===== src/rtl/mem_arb_pkg.sv =====
// Shared types and constants for the SRAM port arbiter (mem_port_arbiter).
package mem_arb_pkg;

    typedef enum logic [2:0] {
        ST_IDLE,
        ST_FETCH,
        ST_DREAD,
        ST_DW_SETUP,
        ST_DW_PULSE,
        ST_DW_HOLD,
        ST_DONE
    } state_t;

    localparam int MEM_RD_BIT = 1;
    localparam int MEM_WR_BIT = 0;

    localparam logic CE_N_RST = 1'b1;
    localparam logic OE_N_RST = 1'b1;
    localparam logic WE_N_RST = 1'b1;

    localparam int TIMER_W = 8;

endpackage


===== src/rtl/mem_arb_cycle_timer.sv =====
// Loadable down-counter; expire is high on the final cycle of a timed state.
module mem_arb_cycle_timer #(
    parameter int W = 8
) (
    input  logic         clk,
    input  logic         rst,
    input  logic         load,
    input  logic [W-1:0] cycles,
    output logic         expire
);

    logic [W-1:0] cnt;

    // Loading cycles-1 makes a count of 1 expire in the very first timed cycle.
    always_ff @(posedge clk or posedge rst) begin
        if (rst)
            cnt <= '0;
        else if (load)
            cnt <= cycles - W'(1);
        else if (cnt != '0)
            cnt <= cnt - W'(1);
    end

    assign expire = (cnt == '0);

endmodule


===== src/rtl/mem_port_arbiter.sv =====
// Single-port SRAM arbiter: data port has priority over instruction fetch.
// Optional MEM_ARB_PERF_EN adds saturating stall/fetch performance counters.
module mem_port_arbiter
    import mem_arb_pkg::*;
#(
    parameter int ADDR_W       = 16,
    parameter int DATA_W       = 16,
    parameter int READ_CYCLES  = 1,
    parameter int WRITE_CYCLES = 2
) (
    input  logic              clk,
    input  logic              rst,
    input  logic [ADDR_W-1:0] if_addr,
    output logic [DATA_W-1:0] if_rdata,
    output logic              if_valid,
    input  logic [ADDR_W-1:0] me_addr,
    input  logic [1:0]        me_ctrl,
    input  logic [DATA_W-1:0] me_wdata,
    output logic [DATA_W-1:0] me_rdata,
    output logic              me_done,
    output logic              stall,
    output logic [ADDR_W-1:0] ram_addr,
    output logic [DATA_W-1:0] ram_wdata,
    input  logic [DATA_W-1:0] ram_rdata,
    output logic              ram_ce_n,
    output logic              ram_oe_n,
    output logic              ram_we_n
`ifdef MEM_ARB_PERF_EN
    ,
    output logic [15:0]       perf_stall_cycles,
    output logic [15:0]       perf_fetches
`endif
);

    state_t state;

    logic data_req, is_write, launch_ok, launch_rd;
    logic t_load, t_expire;
    logic [TIMER_W-1:0] t_cycles;

    assign is_write  = me_ctrl[MEM_WR_BIT];
    assign launch_ok = (state == ST_IDLE) || (state == ST_FETCH) || (state == ST_DONE);
    // A request seen in DONE belongs to the instruction that is retiring.
    assign data_req  = (me_ctrl[MEM_RD_BIT] | me_ctrl[MEM_WR_BIT]) && (state != ST_DONE);
    assign launch_rd = launch_ok && data_req && !is_write;

    assign t_load   = launch_rd || (state == ST_DW_SETUP);
    assign t_cycles = (state == ST_DW_SETUP) ? TIMER_W'(WRITE_CYCLES) : TIMER_W'(READ_CYCLES);

    assign stall = (me_ctrl != 2'b00) && !me_done && !rst;

    mem_arb_cycle_timer #(.W(TIMER_W)) u_timer (
        .clk    (clk),
        .rst    (rst),
        .load   (t_load),
        .cycles (t_cycles),
        .expire (t_expire)
    );

    always_ff @(posedge clk or posedge rst) begin
        if (rst) begin
            state     <= ST_IDLE;
            ram_ce_n  <= CE_N_RST;
            ram_oe_n  <= OE_N_RST;
            ram_we_n  <= WE_N_RST;
            ram_addr  <= '0;
            ram_wdata <= '0;
            if_rdata  <= '0;
            if_valid  <= 1'b0;
            me_rdata  <= '0;
            me_done   <= 1'b0;
        end else begin
            if_valid <= 1'b0;
            me_done  <= 1'b0;
            if (state == ST_FETCH) begin
                if_rdata <= ram_rdata;
                if_valid <= 1'b1;
            end
            case (state)
                ST_IDLE, ST_FETCH, ST_DONE: begin
                    ram_ce_n <= 1'b0;
                    ram_we_n <= 1'b1;
                    if (data_req) begin
                        ram_addr <= me_addr;
                        if (is_write) begin
                            ram_wdata <= me_wdata;
                            ram_oe_n  <= 1'b1;
                            state     <= ST_DW_SETUP;
                        end else begin
                            ram_oe_n <= 1'b0;
                            state    <= ST_DREAD;
                        end
                    end else begin
                        ram_addr <= if_addr;
                        ram_oe_n <= 1'b0;
                        state    <= ST_FETCH;
                    end
                end
                ST_DREAD: begin
                    if (t_expire) begin
                        me_rdata <= ram_rdata;
                        me_done  <= 1'b1;
                        ram_ce_n <= 1'b1;
                        ram_oe_n <= 1'b1;
                        state    <= ST_DONE;
                    end
                end
                ST_DW_SETUP: begin
                    ram_we_n <= 1'b0;
                    state    <= ST_DW_PULSE;
                end
                ST_DW_PULSE: begin
                    if (t_expire) begin
                        ram_we_n <= 1'b1;
                        state    <= ST_DW_HOLD;
                    end
                end
                ST_DW_HOLD: begin
                    me_done  <= 1'b1;
                    ram_ce_n <= 1'b1;
                    ram_oe_n <= 1'b1;
                    ram_we_n <= 1'b1;
                    state    <= ST_DONE;
                end
                default: begin
                    ram_ce_n <= CE_N_RST;
                    ram_oe_n <= OE_N_RST;
                    ram_we_n <= WE_N_RST;
                    state    <= ST_IDLE;
                end
            endcase
        end
    end

`ifdef MEM_ARB_PERF_EN
    always_ff @(posedge clk or posedge rst) begin
        if (rst) begin
            perf_stall_cycles <= '0;
            perf_fetches      <= '0;
        end else begin
            if (stall && perf_stall_cycles != 16'hFFFF)
                perf_stall_cycles <= perf_stall_cycles + 16'd1;
            if (if_valid && perf_fetches != 16'hFFFF)
                perf_fetches <= perf_fetches + 16'd1;
        end
    end
`endif

endmodule


===== config.mk =====
export PLATFORM = sky130hd
export DESIGN_NAME = mem_port_arbiter
export DESIGN_NICKNAME = d
export VERILOG_FILES = /design/src/rtl/mem_arb_pkg.sv /design/src/rtl/mem_arb_cycle_timer.sv /design/src/rtl/mem_port_arbiter.sv
export SDC_FILE = /design/constraint.sdc
export NUM_CORES = 1
export LEC_CHECK = 0
export ABC_CLOCK_PERIOD_IN_PS = 2000
export CORE_MARGIN = 2
export CORE_UTILIZATION = 40
export DETAILED_ROUTE_END_ITERATION = 8
export PLACE_DENSITY = 0.76
export SLEW_MARGIN = 20
export SYNTH_ARGS = -nofsm -noshare
export SYNTH_HDL_FRONTEND = slang
export SYNTH_HIERARCHICAL = 1
export SYNTH_SLANG_ARGS = --single-unit

===== constraint.sdc =====
create_clock -name clk -period 2 [get_ports clk]
set_input_delay 0.3 -clock clk [delete_from_list [all_inputs] [get_ports clk]]
set_output_delay 0.3 -clock clk [all_outputs]
set_load 0.005 [all_outputs]

Word level (Yosys, flattened, before mapping)

Cells that the tools add are included.
W data, S select, Z words.

Register bits: 80

Add/subtract/negate cells: 2
Eq/ne operators: 9
Mux-type cells: 18
Bitwise logic cells: 3
Reduce and logical (&&, ||, !) cells: 23

Operator list:

| cell                  | number |
|---|---|
| $mux W16              | 1 |
| $mux W8               | 2 |
| $pmux W3 S5           | 1 |
| $eq A3 B3 Y1 const B  | 3 |
| $mux W3               | 3 |
| $pmux W1 S3           | 3 |
| $logic_not A8 Y1      | 1 |
| $reduce_and A2 Y1     | 4 |
| $reduce_bool A8 Y1    | 1 |
| $sub A8 B1 Y8 const B | 1 |
| $eq A3 B2 Y1 const B  | 2 |
| $mux W1               | 6 |
| $logic_and A1 B1 Y1   | 5 |
| $ne A2 B2 Y1 const B  | 2 |
| $reduce_bool A2 Y1    | 2 |
| $eq A3 B1 Y1 const B  | 1 |
| $logic_not A1 Y1      | 3 |
| $logic_not A3 Y1      | 1 |
| $logic_or A1 B1 Y1    | 3 |
| $ne A3 B3 Y1 const B  | 1 |
| $reduce_and A3 Y1     | 1 |
| $reduce_or A3 Y1      | 1 |
| $sub A2 B1 Y3 const B | 1 |
| $mux W2               | 1 |
| other kinds (4)       | 5 |

Longest topological paths before layout

Depth after elaboration: 7
Gate-level depth with buffers: 10

Hierarchy

The synthesis kept the hierarchy.

Modules (own cells, without submodules):

| module              | instances | cells each | area an instance (um^2) | seq. area each (um^2) |
|---|---|---|---|---|
| mem_port_arbiter    | 1         | 244        | 3159.3                  | 1805.5 |
| mem_arb_cycle_timer | 1         | 53         | 574.3                   | 200.2 |

Worst setup path before layout

OpenSTA, ideal clock, no wires.

Path type: input -> register
Start point: input me_ctrl[1]
End point: register u_timer.cnt[4]
Arrival time: 1.982 ns
Setup slack: -0.103 ns
Cell stages on the path: 10
Path buffers: 2
Cell sequence: clkbuf_1 nor3b_1 a21oi_1 nor2_1 buf_6 mux2i_4 ha_1 o21ai_1 xnor2_1 a22o_1

Longest elaborated chain between the ends: 6

Ends and longest elaborated chain:

| element                                       | line                      | source |
|---|---|---|
| start, declared                               | mem_port_arbiter.sv:17    | `input logic [1:0] me_ctrl,` |
| $or A1 B1 Y1 (*)                              | mem_port_arbiter.sv:44    | `assign data_req = (me_ctrl[MEM_RD_BIT] \| me_ctrl[MEM_WR_BIT]) && (state != ST_DONE);` |
| $logic_and A1 B1 Y1 (*)                       | mem_port_arbiter.sv:44    |  |
| $logic_and A1 B1 Y1 (*) (2 in series)         | mem_port_arbiter.sv:45    | `assign launch_rd = launch_ok && data_req && !is_write;` |
| $logic_or A1 B1 Y1 (*)                        | mem_port_arbiter.sv:47    | `assign t_load = launch_rd \|\| (state == ST_DW_SETUP);` |
| net t_load                                    | mem_port_arbiter.sv:38    | `logic t_load, t_expire;` |
| $mux W8 or $reduce_bool A2 Y1 (tied branches) | n/a                       |  |
| end signal, assigned                          | mem_arb_cycle_timer.sv:19 | `cnt <= cycles - W'(1);` |
| end signal, assigned                          | mem_arb_cycle_timer.sv:21 | `cnt <= cnt - W'(1);` |
| end, declared                                 | mem_arb_cycle_timer.sv:12 | `logic [W-1:0] cnt;` |

Mark *: on every way through the listed nets, which the timed path passes. The rest lies on a longest branch.
A chain may end at the register's enable or synchronous reset.

Worst setup path after layout

Start point: register state[1]
End point: register u_timer.cnt[7]

Longest elaborated chain between the ends: 7

Ends and longest elaborated chain:

| element                                          | line                   | source |
|---|---|---|
| start, declared                                  | mem_port_arbiter.sv:35 | `state_t state;` |
| start signal, assigned                           | mem_port_arbiter.sv:62 | `state <= ST_IDLE;` |
| start signal, assigned                           | mem_port_arbiter.sv:88 | `state <= ST_DW_SETUP;` |
| start signal, assigned                           | mem_port_arbiter.sv:91 | `state <= ST_DREAD;` |
| $eq A3 B1 Y1 or $logic_not A3 Y1 (tied branches) | mem_port_arbiter.sv:42 | `assign launch_ok = (state == ST_IDLE) \|\| (state == ST_FETCH) \|\| (state == ST_DONE);` |
| $logic_or A1 B1 Y1 (2 in series)                 | mem_port_arbiter.sv:42 |  |
| $logic_and A1 B1 Y1 (2 in series)                | mem_port_arbiter.sv:45 |  |
| $logic_or A1 B1 Y1 (*)                           | mem_port_arbiter.sv:47 |  |
| net t_load                                       | mem_port_arbiter.sv:38 |  |
| $mux W8 or $reduce_bool A2 Y1 (tied branches)    | n/a                    |  |

Marked as above.

==> impl_metrics.toml <==
[clock_network]
numClockSinks = 80
numCtsBuffers = 9
h-tree-depth = 3
clk_path_buf_depth = 2
cts_hold_buffers = 0
cts_tree = "built"
clock_latency_ns = 0.36
clk_pin_slew_ns = 0.09
cts-root-buf = "clkbuf_8"

[grt]
grt_max_degree = 26
antenna_found_initial = 0
grt_pass1_wl_um = 15500
grt.total_usage = 0.196
gr-total-overflow = 0
grt_pass1_vias = 3114

[floorplanning]
pin_count = 138
die-area_um2 = 10100
die_x_um = 101
die_y_um = 101
num_rows = 35
core_um2 = 9150
start_util = 0.408

[finish]
multi_input_area_um2 = 1700
regArea_um2 = 2010
syn_to_final_growth_pct = 56.3
postLayoutCellArea_um2 = 5830
drive_above_1_share = 0.241
fin_util = 0.637
final_nets = 545
fillers = 707

[logic_synthesis]
avgSynthCellArea_um2 = 12.6
seq_area_frac_synth = 0.537
synth_common_cells = "dfrtp_1, o21ai_0, mux2_2"
ys.flop_type = "dfrtp_1"
yosys.cell_types.count = 46
syn-cell-area_um2 = 3730
synthDominantCellAreaShare = 0.516
synth_most_common_cell = "dfrtp_1"
synth-async-reset-ratio = 1.00
yosys_warnings = 6
synth_edf_count = 0
ys_seq_elements = 80
syn_inst = 297
yosys.area.top_type = "dfrtp_1"
ys_top_cells_by_area = "dfrtp_1, mux2_2, mux2_1"

[setup_path]
r2r_cells = 7
arrival_ns = 2.28
startpoint_type = "flop"
worst-r2r-setup-slack_ns = 0.01
worst-setup-path-type = "reg2reg"
critPathMaxFanout = 4
cp_data_required_time_ns = 2.29
crit_path_end_kind = "flop"

[job]
max-cap-violations = 0

[sta]
fin_crit_sh = 0.995
drv_slew = 0
setup_tns_ns = 0
relSlewSlack = 0.650
hold_viol_final = 0
finalCriticalPeriod_ns = 1.99
fmax_mhz = 503
grt_setup_unrepaired = "yes"
worstMarginPinSlew_ns = 0.524
finalClockSkew_ns = 0.0165
finalSetupViolCount = 0

[routing]
vias = 3005
ant_nets = 0
wl_per_cell_um = 16.8
drc = 0
totalWireLength_um = 9940
drtIter0Drc = 119
via_per_inst = 5.07
first_pass_iters = 4

[min_path]
worstHoldPathType = "in2async"

[pwr]
power_per_cell_area_nw_per_um2 = 1480
leakage_uw = 0.00255
peakVddDrop_uv = 555
power_uw = 8650

[placement]
routabilityCongestion = 0.882
dpl-instance-area_um2 = 5450
io_buffers = 137
dp_hpwl_um = 6870

[status]
run_status = "finished clean"
logic make-up after synthesis:
kind of cell / Yosys count / share of synthesized area
and+or+nand+nor: 37 / 0.0600
DFF: 80 / 0.537
xor gates and xnor gates: 7 / 0.0164
muxes: 56 / 0.184
other: 1 / 0.00100
AOI/OAI and AO/OA: 85 / 0.149
adders and majority gates: 1 / 0.00335
buffers and inverters: 30 / 0.0496
area by class of cell:
class,count,share of cell area
antenna,1,0.000429
clock buffer,10,0.0236
clock inverter,6,0.0124
inverter,6,0.00450
multi-input combinational,200,0.292
sequential,80,0.344
tap,111,0.0238
timing repair buffer,179,0.299
stage by stage:
stage | setup slack (ns) | std cells | hold slack [ns]
6_report | 0.0102 | 593 | 0.367
4_1_cts | -0.0113 | 588 | 0.369
2_1_floorplan | -0.00280 | 310 | 0.116
3_5_place_dp | -0.417 | 566 | 0.474
3_3_place_gp | -0.388 | 566 | 0.467
5_1_grt | -0.0558 | 592 | 0.388
cells in the final DEF, fill, tap and decap left out, types with 2 or more instances in the layout:
cell type and count:
clkdlybuf4s50_1 135, dfrtp_1 77, o21ai_0 38, buf_4 34, mux2_2 23, mux2_1 19
a21o_1 16, a2bb2oi_1 16, conb_1 14, clkbuf_8 10, nor2_1 8, mux2_4 8
inv_1 5, xnor2_1 5, buf_12 4, nor3_1 3, nand2_1 3, inv_6 3
dfstp_2 3, mux2i_4 3, nor4_4 3, mux2i_1 2, xor2_1 2, and2_4 2
and2_1 2, and3b_1 2, nand2b_1 2, o31ai_1 2, nor3b_2 2, a21oi_1 2
dlygate4sd2_1 2, buf_6 2, o21ai_2 2
registers in the layout, indices dropped and copies added (netlist names):
| register | count |
|---|---|
| if_rdata | 16 |
| me_rdata | 16 |
| ram_addr | 16 |
| ram_wdata | 16 |
| u_timer/cnt | 8 |
| state | 3 |
| if_valid | 1 |
| me_done | 1 |
| ram_ce_n | 1 |
| ram_oe_n | 1 |
| ram_we_n | 1 |
metal layers:
| metal | part of all wire | global-route usage | up-vias |
|---|---|---|---|
| li1 | - | - | 1415 |
| met2 | 0.50 | 0.332 | 104 |
| met4 | 0.015 | 0.0601 | 0 |
| met5 | 0 | 0 | - |
| met1 | 0.44 | 0.253 | 1472 |
| met3 | 0.051 | 0.0402 | 14 |
power breakdown:
| part | total, µW | internal (µW) | switching [µW] |
|---|---|---|---|
| clock network | 1290 | 631 | 654 |
| logic | 4430 | 2820 | 1610 |
| registers | 2940 | 2410 | 528 |
worst paths after layout:
kind                                                from                    endpoint
worst max register to register      state[1]$_DFFE_PP0P_  u_timer/cnt[7]$_DFFE_PP0P_
min in group clk                ram_wdata[6]$_DFFE_PP0P_    ram_wdata[6]$_DFFE_PP0P_
worst min-delay path                                 rst  u_timer/cnt[4]$_DFFE_PP0P_
worst max-delay path                state[1]$_DFFE_PP0P_  u_timer/cnt[7]$_DFFE_PP0P_
worst min register to register  ram_wdata[6]$_DFFE_PP0P_    ram_wdata[6]$_DFFE_PP0P_
max in group asynchronous                            rst    ram_addr[12]$_DFFE_PP0N_
critical path: stages (launching register included):
cell	delay, ns
dfrtp_1	0.41
nor3b_2	0.20
a21oi_2	0.07
nor2_4	0.14
buf_4	0.16
mux2_2	0.35
or4_1	0.52
nand2_1	0.08
what timing repair did:
item                                   4_1_cts  5_1_grt
gates resized for setup                     17        8
pin swaps                                    5        6
gates cloned                                 1        0
buffers inserted                             6        5
setup endpoints to repair                   13       19
endpoints found under the hold margin        0        0
Note: power is estimated with default switching activity, not from simulation.
